--- src/rtl/hit_resolver.sv ---
// Frame-tick driven hit resolution between two fighters: collision, per-attack reach,
// one hit per attack window, hit/block stun timers, health and a sticky game-over flag.
module hit_resolver #(
  parameter int CHAR_WIDTH       = 128,
  parameter int REACH_BASIC      = 64,
  parameter int REACH_DIR        = 96,
  parameter int HITSTUN_FRAMES   = 15,
  parameter int BLOCKSTUN_FRAMES = 8,
  parameter int CNT_W            = 5,
  parameter int HEALTH_MAX       = 3,
  parameter int HEALTH_W         = 2
) (
  input  logic                clk,
  input  logic                rst,
  input  logic                frame_tick,
  input  logic [9:0]          char1_pos_x,
  input  logic [3:0]          char1_state,
  input  logic                char1_block_flag,
  input  logic [9:0]          char2_pos_x,
  input  logic [3:0]          char2_state,
  input  logic                char2_block_flag,
  output logic                collision_flag,
  output logic [1:0]          char1_frame_state,
  output logic [1:0]          char2_frame_state,
  output logic [CNT_W-1:0]    char1_stun_left,
  output logic [CNT_W-1:0]    char2_stun_left,
  output logic [HEALTH_W-1:0] char1_health,
  output logic [HEALTH_W-1:0] char2_health,
  output logic                char1_hit_pulse,
  output logic                char2_hit_pulse,
  output logic                game_over
);

  localparam logic [3:0] S_ATTACK_ACTIVE     = 4'b0100;
  localparam logic [3:0] S_ATTACK_DIR_ACTIVE = 4'b0111;
  localparam logic [3:0] S_STUN              = 4'b1001;

  localparam logic [10:0]         CW11       = 11'(CHAR_WIDTH);
  localparam logic [10:0]         RB11       = 11'(REACH_BASIC);
  localparam logic [10:0]         RD11       = 11'(REACH_DIR);
  localparam logic [CNT_W-1:0]    HIT_LOAD   = CNT_W'(HITSTUN_FRAMES);
  localparam logic [CNT_W-1:0]    BLOCK_LOAD = CNT_W'(BLOCKSTUN_FRAMES);
  localparam logic [CNT_W-1:0]    CNT_ONE    = CNT_W'(1);
  localparam logic [HEALTH_W-1:0] H_MAX      = HEALTH_W'(HEALTH_MAX);
  localparam logic [HEALTH_W-1:0] H_ONE      = HEALTH_W'(1);

  typedef enum logic [1:0] {
    NOHIT     = 2'b00,
    HITSTUN   = 2'b01,
    BLOCKSTUN = 2'b10
  } frame_state_t;

  frame_state_t        fs1_q, fs1_d, fs2_q, fs2_d;
  logic [CNT_W-1:0]    stun1_q, stun1_d, stun2_q, stun2_d;
  logic [HEALTH_W-1:0] health1_q, health1_d, health2_q, health2_d;
  logic                consumed1_q, consumed1_d, consumed2_q, consumed2_d;
  logic                game_over_d;

  logic [10:0] c1_front, c2_left;
  logic [10:0] reach1, reach2;
  logic        att1, att2;
  logic        raw1, raw2;
  logic        hit_on2, hit_on1, trade;

  // Everything is compared as (left side + extension) >= right side, so 11 bits never wrap.
  assign c1_front = {1'b0, char1_pos_x} + CW11;
  assign c2_left  = {1'b0, char2_pos_x};

  always_comb begin
    att1   = 1'b0;
    reach1 = 11'd0;
    case (char1_state)
      S_ATTACK_ACTIVE:     begin att1 = 1'b1; reach1 = RB11; end
      S_ATTACK_DIR_ACTIVE: begin att1 = 1'b1; reach1 = RD11; end
      default: ;
    endcase
  end

  always_comb begin
    att2   = 1'b0;
    reach2 = 11'd0;
    case (char2_state)
      S_ATTACK_ACTIVE:     begin att2 = 1'b1; reach2 = RB11; end
      S_ATTACK_DIR_ACTIVE: begin att2 = 1'b1; reach2 = RD11; end
      default: ;
    endcase
  end

  assign raw1 = att1 && !consumed1_q && (c1_front + reach1 >= c2_left);
  assign raw2 = att2 && !consumed2_q && (c2_left <= c1_front + reach2);

  assign hit_on2 = frame_tick && raw1 && (fs2_q == NOHIT) && (char2_state != S_STUN) && !game_over;
  assign hit_on1 = frame_tick && raw2 && (fs1_q == NOHIT) && (char1_state != S_STUN) && !game_over;
  assign trade   = hit_on1 && hit_on2;

  // A trade forces both sides into hitstun regardless of blocking.
  always_comb begin
    fs1_d     = fs1_q;
    stun1_d   = stun1_q;
    health1_d = health1_q;
    if (frame_tick) begin
      if (hit_on1) begin
        if (char1_block_flag && !trade) begin
          fs1_d   = BLOCKSTUN;
          stun1_d = BLOCK_LOAD;
        end else begin
          fs1_d   = HITSTUN;
          stun1_d = HIT_LOAD;
          if (health1_q != '0) health1_d = health1_q - H_ONE;
        end
      end else if (stun1_q > CNT_ONE) begin
        stun1_d = stun1_q - CNT_ONE;
      end else if (stun1_q == CNT_ONE) begin
        stun1_d = '0;
        fs1_d   = NOHIT;
      end
    end
  end

  always_comb begin
    fs2_d     = fs2_q;
    stun2_d   = stun2_q;
    health2_d = health2_q;
    if (frame_tick) begin
      if (hit_on2) begin
        if (char2_block_flag && !trade) begin
          fs2_d   = BLOCKSTUN;
          stun2_d = BLOCK_LOAD;
        end else begin
          fs2_d   = HITSTUN;
          stun2_d = HIT_LOAD;
          if (health2_q != '0) health2_d = health2_q - H_ONE;
        end
      end else if (stun2_q > CNT_ONE) begin
        stun2_d = stun2_q - CNT_ONE;
      end else if (stun2_q == CNT_ONE) begin
        stun2_d = '0;
        fs2_d   = NOHIT;
      end
    end
  end

  // The consumed latch re-arms only once the attacker leaves its active window.
  assign consumed1_d = att1 ? (consumed1_q | hit_on2) : 1'b0;
  assign consumed2_d = att2 ? (consumed2_q | hit_on1) : 1'b0;
  assign game_over_d = game_over | (frame_tick && (health1_d == '0 || health2_d == '0));

  always_ff @(posedge clk or posedge rst) begin
    if (rst) begin
      collision_flag  <= 1'b0;
      fs1_q           <= NOHIT;
      fs2_q           <= NOHIT;
      stun1_q         <= '0;
      stun2_q         <= '0;
      health1_q       <= H_MAX;
      health2_q       <= H_MAX;
      consumed1_q     <= 1'b0;
      consumed2_q     <= 1'b0;
      char1_hit_pulse <= 1'b0;
      char2_hit_pulse <= 1'b0;
      game_over       <= 1'b0;
    end else begin
      collision_flag  <= (c1_front >= c2_left);
      fs1_q           <= fs1_d;
      fs2_q           <= fs2_d;
      stun1_q         <= stun1_d;
      stun2_q         <= stun2_d;
      health1_q       <= health1_d;
      health2_q       <= health2_d;
      consumed1_q     <= consumed1_d;
      consumed2_q     <= consumed2_d;
      char1_hit_pulse <= hit_on1;
      char2_hit_pulse <= hit_on2;
      game_over       <= game_over_d;
    end
  end

  assign char1_frame_state = fs1_q;
  assign char2_frame_state = fs2_q;
  assign char1_stun_left   = stun1_q;
  assign char2_stun_left   = stun2_q;
  assign char1_health      = health1_q;
  assign char2_health      = health2_q;

endmodule

--- config.mk ---
export PLATFORM = sky130hd
export DESIGN_NAME = hit_resolver
export DESIGN_NICKNAME = d
export VERILOG_FILES = /design/src/rtl/hit_resolver.sv
export SDC_FILE = /design/constraint.sdc
export NUM_CORES = 1
export LEC_CHECK = 0
export ABC_AREA = 1
export CAP_MARGIN = 20
export CELL_PAD_IN_SITES_DETAIL_PLACEMENT = 0
export CELL_PAD_IN_SITES_GLOBAL_PLACEMENT = 1
export CORE_UTILIZATION = 36
export CTS_CLUSTER_SIZE = 40
export DETAILED_ROUTE_END_ITERATION = 8
export GPL_ROUTABILITY_DRIVEN = 0
export HOLD_SLACK_MARGIN = 0.06
export PLACE_DENSITY_LB_ADDON = 0.1
export SLEW_MARGIN = 20
export SYNTH_ARGS = -nofsm -noshare
export SYNTH_HDL_FRONTEND = slang
export SYNTH_SLANG_ARGS = --single-unit
--- constraint.sdc ---
create_clock -name clk -period 1.9 [get_ports clk]
set_input_delay 0.57 -clock clk [delete_from_list [all_inputs] [get_ports clk]]
set_output_delay 0.57 -clock clk [all_outputs]
set_load 0.01 [all_outputs]
# After elaboration in Yosys (flattened, before gate mapping)

Cells that the tools add are included.

Word-level logic and storage cells: 104
Output and inout bits: 22
Bits of input ports: 33
Register bits: 24

Bitwise logic cells: 3
Eq/ne operators: 10
Add/sub/neg operators: 7
Muxes and demuxes: 30
$lt $le $gt $ge: 5
Reductions and logical operators: 37

Operator list:

| kind                  | number |
|---|---|
| $mux 2                | 16 |
| $mux 5                | 6 |
| $pmux 7 s2            | 2 |
| $add 11x11->11        | 2 |
| $ge 11x10->1          | 2 |
| $eq 4x3->1 const B    | 4 |
| $logic_and 1x1->1     | 16 |
| $add 10x8->11 const B | 1 |
| $le 10x11->1          | 1 |
| $eq 5x1->1 const B    | 2 |
| $gt 5x1->1 const B    | 2 |
| $sub 5x1->5 const B   | 2 |
| $logic_not 2->1       | 4 |
| $ne 4x4->1 const B    | 2 |
| $reduce_bool 2->1     | 4 |
| $mux 3                | 2 |
| $reduce_and 3->1      | 2 |
| $reduce_bool 3->1     | 2 |
| $logic_not 1->1       | 4 |
| $mux 1                | 4 |
| $ne 2x2->1 const B    | 2 |
| $reduce_and 2->1      | 2 |
| $reduce_or 2->1       | 2 |
| $sub 2x1->2 const B   | 2 |
| 2 further kinds       | 4 |

# Depth between registers and ports, before layout

Word-level depth: 19
Gate-level depth with buffers: 23

# Least setup slack after synthesis

OpenSTA, ideal clock, no wires.

Path type: input-to-reg
Start: input port char1_state[2]
End: register game_over
Arrival time: 2898 ps
Cell stages on the path: 23
Library setup time: 116 ps
Slack: -1114 ps
Cells stage by stage: inv_1 nor2_2 and3_1 ha_1 inv_1 fa_1 inv_1 ha_1 nand2_1 inv_1 a21oi_2 nand2_1 nand2_1 nand3_2 nand2_2 nand2_2 nand2_4 o21bai_4 nand2_1 nand2_1 nand2_1 nand2_1 nand2_1

Cells in the longest elaborated chain, start to end: 19
Elaborated cells between the ends (all ways): 31
Classes of those cells: add/sub: 1; order compare: 1; eq/ne: 3; mux: 8; bitwise: 1; reduce/logical: 17

Ends and longest elaborated chain:

| item                                                     | line     | RTL |
|---|---|---|
| from (decl)                                              | 17       | `input logic [3:0] char1_state,` |
| $eq 4x3->1                                               | 72       | `case (char1_state)` |
| $pmux 7 s2 / $reduce_or 2->1 (equally long branches)     | -        |  |
| $add 11x11->11 / $mux 1 (equally long branches)          | 89, 72   |  |
| $ge 11x10->1 / $logic_and 1x1->1 (equally long branches) | 89       | `assign raw1 = att1 && !consumed1_q && (c1_front + reach1 >= c2_left);` |
| $logic_and 1x1->1                                        | 89       |  |
| $logic_and 1x1->1 (4 in a row)                           | 92       | `assign hit_on2 = frame_tick && raw1 && (fs2_q == NOHIT) && (char2_state != S_STUN) && !game_over;` |
| $logic_and 1x1->1                                        | 94       | `assign trade = hit_on1 && hit_on2;` |
| $logic_not 1->1                                          | 103, 126 |  |
| $logic_and 1x1->1 (on tied branches)                     | 103, 126 |  |
| $mux 2 (on tied branches)                                | 103, 126 |  |
| $mux 2 (on tied branches)                                | 102, 125 |  |
| $mux 2 (on tied branches)                                | 101, 124 |  |
| $logic_not 2->1                                          | 146      | `assign game_over_d = game_over \| (frame_tick && (health1_d == '0 \|\| health2_d == '0));` |
| $logic_or 1x1->1 *                                       | 146      |  |
| $logic_and 1x1->1 *                                      | 146      |  |
| $or 1x1->1 *                                             | 146      |  |
| named net game_over_d                                    | 57       | `logic game_over_d;` |
| to (signal assigned)                                     | 174      | `game_over <= game_over_d;` |
| to (decl)                                                | 31       | `output logic game_over` |

Mark *: on every way through the listed nets, which the timed path passes. The rest lies on a longest branch.
A chain may end at the register's enable or synchronous reset.

# Worst setup path after layout

Start: input port char1_state[2]
End: register stun1_q[2], in the netlist char1_stun_left[2]

Cells in the longest elaborated chain, start to end: 14
Elaborated cells between the ends (all ways): 23
Classes of those cells: add/sub: 1; order compare: 1; eq/ne: 3; mux: 4; reduce/logical: 14

Ends and longest elaborated chain:

| item                                                     | line   | RTL |
|---|---|---|
| $eq 4x3->1                                               | 72     |  |
| $pmux 7 s2 / $reduce_or 2->1 (equally long branches)     | -      |  |
| $add 11x11->11 / $mux 1 (equally long branches)          | 89, 72 |  |
| $ge 11x10->1 / $logic_and 1x1->1 (equally long branches) | 89     |  |
| $logic_and 1x1->1                                        | 89     |  |
| $logic_and 1x1->1 (4 in a row)                           | 92     |  |
| $logic_and 1x1->1                                        | 94     |  |
| $logic_not 1->1                                          | 103    | `if (char1_block_flag && !trade) begin` |
| $logic_and 1x1->1                                        | 103    |  |
| $mux 3                                                   | 103    |  |
| $mux 5                                                   | 102    | `if (hit_on1) begin` |
| to (signal assigned)                                     | 166    | `stun1_q <= stun1_d;` |
| to (decl)                                                | 54     | `logic [CNT_W-1:0] stun1_q, stun1_d, stun2_q, stun2_d;` |

Several ways; a longest one is shown, not always the timed one.

==> impl_metrics.csv <==
group,metric,value,unit
routing,first_iter_violations,50,
worst_setup_path,startpoint,"char1_state[2]",
sta,fin_skew,0.00822,ns
power_and_ir_drop,switching_share,0.398,
sta,worst_pin_slew,0.441,ns
power_and_ir_drop,peakVddDrop,696,uV
routing,ant_nets,0,
placed_design,port_buffers,54,
cts,clkSlewWorstSetupHoldPaths,0.09,ns
power_and_ir_drop,seq_power_share,0.303,
yosys,ys_ff_latch,24,
global_route,grt_pass1_wl,10100,um
floorplanning,die_area,6840,um2
power_and_ir_drop,power_density,647,nW/um2
cts,cts-root-buf,"clkbuf_8",
cts,holdBufCountCts,0,
outcome,violations,"setup timing",
sta,hold_viol,0,
worst_setup_path,ff2ff_path_depth,9,
power_and_ir_drop,power_frac_clock,0.120,
sta,timing.fmax,336,MHz
routing,drt_wl_total,6290,um
sta,min_period_over_period,1.57,
power_and_ir_drop,comb_power_share,0.577,
power_and_ir_drop,p_leak,2.07,nW
worst_setup_path,cp-start-kind,"input pin",
floorplanning,dieHeight,82.7,um
placed_design,place_hpwl,4750,um
yosys,netlist_area,2350,um2
global_route,grt-ovfl-total,0,
global_route,grt_pass1_vias,2270,
sta,tns,-22.37,ns
cts,h-tree-depth,1,
routing,wl_per_cell,12.3,um
sta,rsz0062_at_grt,"yes",
yosys,syn_avg_cell_area,7.50,um2
routing,vias_per_cell,4.73,
worst_setup_path,cp_slowest_cell,"fa_1",
worst_setup_path,critical_path_required,2.10,ns
cts,clockBufferDepth,2,
worst_setup_path,max_stage_delay,0.50,ns
floorplanning,ios,55,
worst_setup_path,endpoint_kind,"flop",
worst_setup_path,reg2reg_from,"game_over",
hold_path,hp-class,"flop to flop",
worst_setup_path,crit_top_cell,"nand2_1",
sta,slew_violations,0,
final_layout,diodes,0,
final_layout,layout_commonest_cell,"buf_4",
global_route,grt.total_usage,0.190,
sta,max_slew_margin,0.706,
global_route,grt_start_max_net_pins,25,
final_layout,nets,506,
hold_path,min_path_cells,2,
hold_path,hold_path.startpoint,"char1_health[1]",
floorplanning,fp.coreArea,6310,um2
worst_setup_path,cp_max_fo,6,
routing,vias,2420,
power_and_ir_drop,p_total,2.58,mW
yosys,ys_warn_count,0,
job,maxCapViolations,0,
floorplanning,initial_core_util,0.372,
yosys,syn_nets,383,
worst_setup_path,worstPathArrival,3.17,ns
sta,layout_min_cycle_time,2.98,ns
floorplanning,die_width,82.7,um
outcome,status,"finished, violations left",
routing,first_pass_iters,4,
sta,setup_slack,-1.08,ns
final_layout,area_growth,70.2,%
yosys,yosys.cell_types.count,38,
global_route,antenna_found_initial,0,
worst_setup_path,path_cells,"buf_8 > clkinv_4 > nor2_4 > and3_4 > ha_4 > inv_2 > fa_1 > inv_2 > ha_4 > nand2_4 > nor2_1 > nand2_1 > nand2_1 > nand2_1 > nand3_2 > nand2_2 > nand2_2 > nand2_4 > buf_12 > a21oi_4 > buf_6 > inv_4 > a31oi_1",
final_layout,layout-drive-gt1-share,0.423,
cts,cts_tree,"yes",
floorplanning,num_rows,29,
power_and_ir_drop,intPower,1.56,mW
cts,clk_latency,0.27,ns
power_and_ir_drop,power_switching,1.03,mW
sta,setup_viol,23,
worst_setup_path,critPathKind,"input pin to flop",
yosys,ys_seq_area_frac,0.258,
cts,cts_made_buffers,3,
yosys,synth_cells,313,
routing,drc,0,
final_layout,final_cell_mix,"49 x buf_4, 48 x inv_1, 43 x nand2_1",
cts,cts.sinks,24,
-- logic make-up after synthesis --
group / Yosys count / share of synthesized area
fa+ha+maj: 37 / 0.204
xor+xnor: 9 / 0.0336
simple gates: 126 / 0.251
compound gates: 46 / 0.140
flops: 24 / 0.258
buf+inv: 71 / 0.114
-- final timing paths --
| kind | end | slack (ns) |
|---|---|---|
| setup reg to reg | char1_stun_left[2] | 0.18 |
| hold reg to reg | char1_health[0] | 0.48 |
| setup / recovery | char1_stun_left[2] | -1.08 |
| hold / removal | char1_health[0] | 0.48 |
| max in group asynchronous | char2_health[0] | 0.96 |
| min in group asynchronous | char1_stun_left[1] | 0.64 |
-- power by group through the flow --
stage          sequential [mW]  combinational [mW]  clock [mW]
6_report                 0.783                1.49       0.311
5_1_grt                  0.804                1.67       0.346
4_1_cts                  0.775                1.39       0.319
3_5_place_dp             0.783                1.30           0
3_3_place_gp             0.781                1.30           0
2_1_floorplan            0.820               0.678           0
-- layout make-up --
class	instances	area, um2
Fill cell	591	2320
Multi-Input combinational cell	220	1860
Timing Repair Buffer	116	1090
Sequential cell	24	607
Inverter	71	292
Tap cell	77	96.3
Clock buffer	4	45.0
-- worst max-delay path: cells and delay by family --
family	cells	cell delay [ns]
AOI/OAI and AO/OA	2	0.29
adders and majority gates	3	0.91
buffers and inverters	7	0.50
and+or+nand+nor	11	0.91
-- per-stage QoR --
step           setup slack (ns)  instances  hold slack [ns]  area (um2)  utilization
5_1_grt                   -1.23        512            0.503        3990        0.632
2_1_floorplan             -1.09        313            0.451        2430            -
3_3_place_gp              -1.93        493            0.464        3450        0.547
3_5_place_dp              -1.93        493            0.465        3450        0.547
6_report                  -1.08        512            0.479        3990        0.632
4_1_cts                   -1.14        507            0.484        3720        0.589
-- layer usage --
layer,GRT usage,up-vias,share of wire
li1,-,1249,-
met1,0.262,1128,0.49
met2,0.319,41,0.47
met3,0.0330,2,0.028
met4,0.0172,0,0.0032
met5,0,-,0
-- synthesized netlist by cell type --
| cell type | count | share of area |
|---|---|---|
| inv_1 | 65 | 0.10 |
| nand2_1 | 55 | 0.088 |
| ha_1 | 35 | 0.19 |
| nor2_1 | 28 | 0.045 |
| dfrtp_1 | 20 | 0.21 |
| nand3_1 | 15 | 0.032 |
| a21oi_1 | 14 | 0.030 |
| o21ai_1 | 11 | 0.023 |
| nand2_2 | 7 | 0.019 |
| inv_2 | 6 | 0.0096 |
| xor2_1 | 6 | 0.022 |
| o21ai_0 | 5 | 0.011 |
| dfstp_2 | 4 | 0.045 |
| nor2_2 | 4 | 0.011 |
| a31oi_1 | 3 | 0.0080 |
| nand4_1 | 3 | 0.0080 |
| nor4_1 | 3 | 0.0080 |
| xnor2_1 | 3 | 0.011 |
| a21oi_2 | 2 | 0.0075 |
| a21oi_4 | 2 | 0.014 |
| fa_1 | 2 | 0.017 |
| nand2_4 | 2 | 0.0096 |
| nand3_2 | 2 | 0.0085 |
| nor3b_1 | 2 | 0.0064 |
| a211oi_1 | 1 | 0.0032 |
| a31oi_4 | 1 | 0.0091 |
| and3_1 | 1 | 0.0027 |
| nor2_4 | 1 | 0.0048 |
| nor3_1 | 1 | 0.0021 |
| nor3_2 | 1 | 0.0043 |
| o2111ai_1 | 1 | 0.0037 |
| o211ai_1 | 1 | 0.0032 |
| o211ai_4 | 1 | 0.0091 |
| o21a_1 | 1 | 0.0032 |
| o21bai_4 | 1 | 0.0080 |
| o31ai_1 | 1 | 0.0032 |
| o32ai_1 | 1 | 0.0037 |
| or2_1 | 1 | 0.0027 |
-- sequential cells by signal (all words and copies together) (netlist names), 2 cells and up --
register / cells
char1_stun_left: 5
char1_frame_state: 2
char2_stun_left: 5
char2_frame_state: 2
char1_health: 2
char2_health: 2
-- timing repair --
item                       in CTS  in global routing
cloned                          1                  1
setup endpoints to repair      27                 27
buffers inserted                9                  6
pin swaps                      33                 49
gates resized for setup        87                 72
Power figures use the tool's default switching activity.
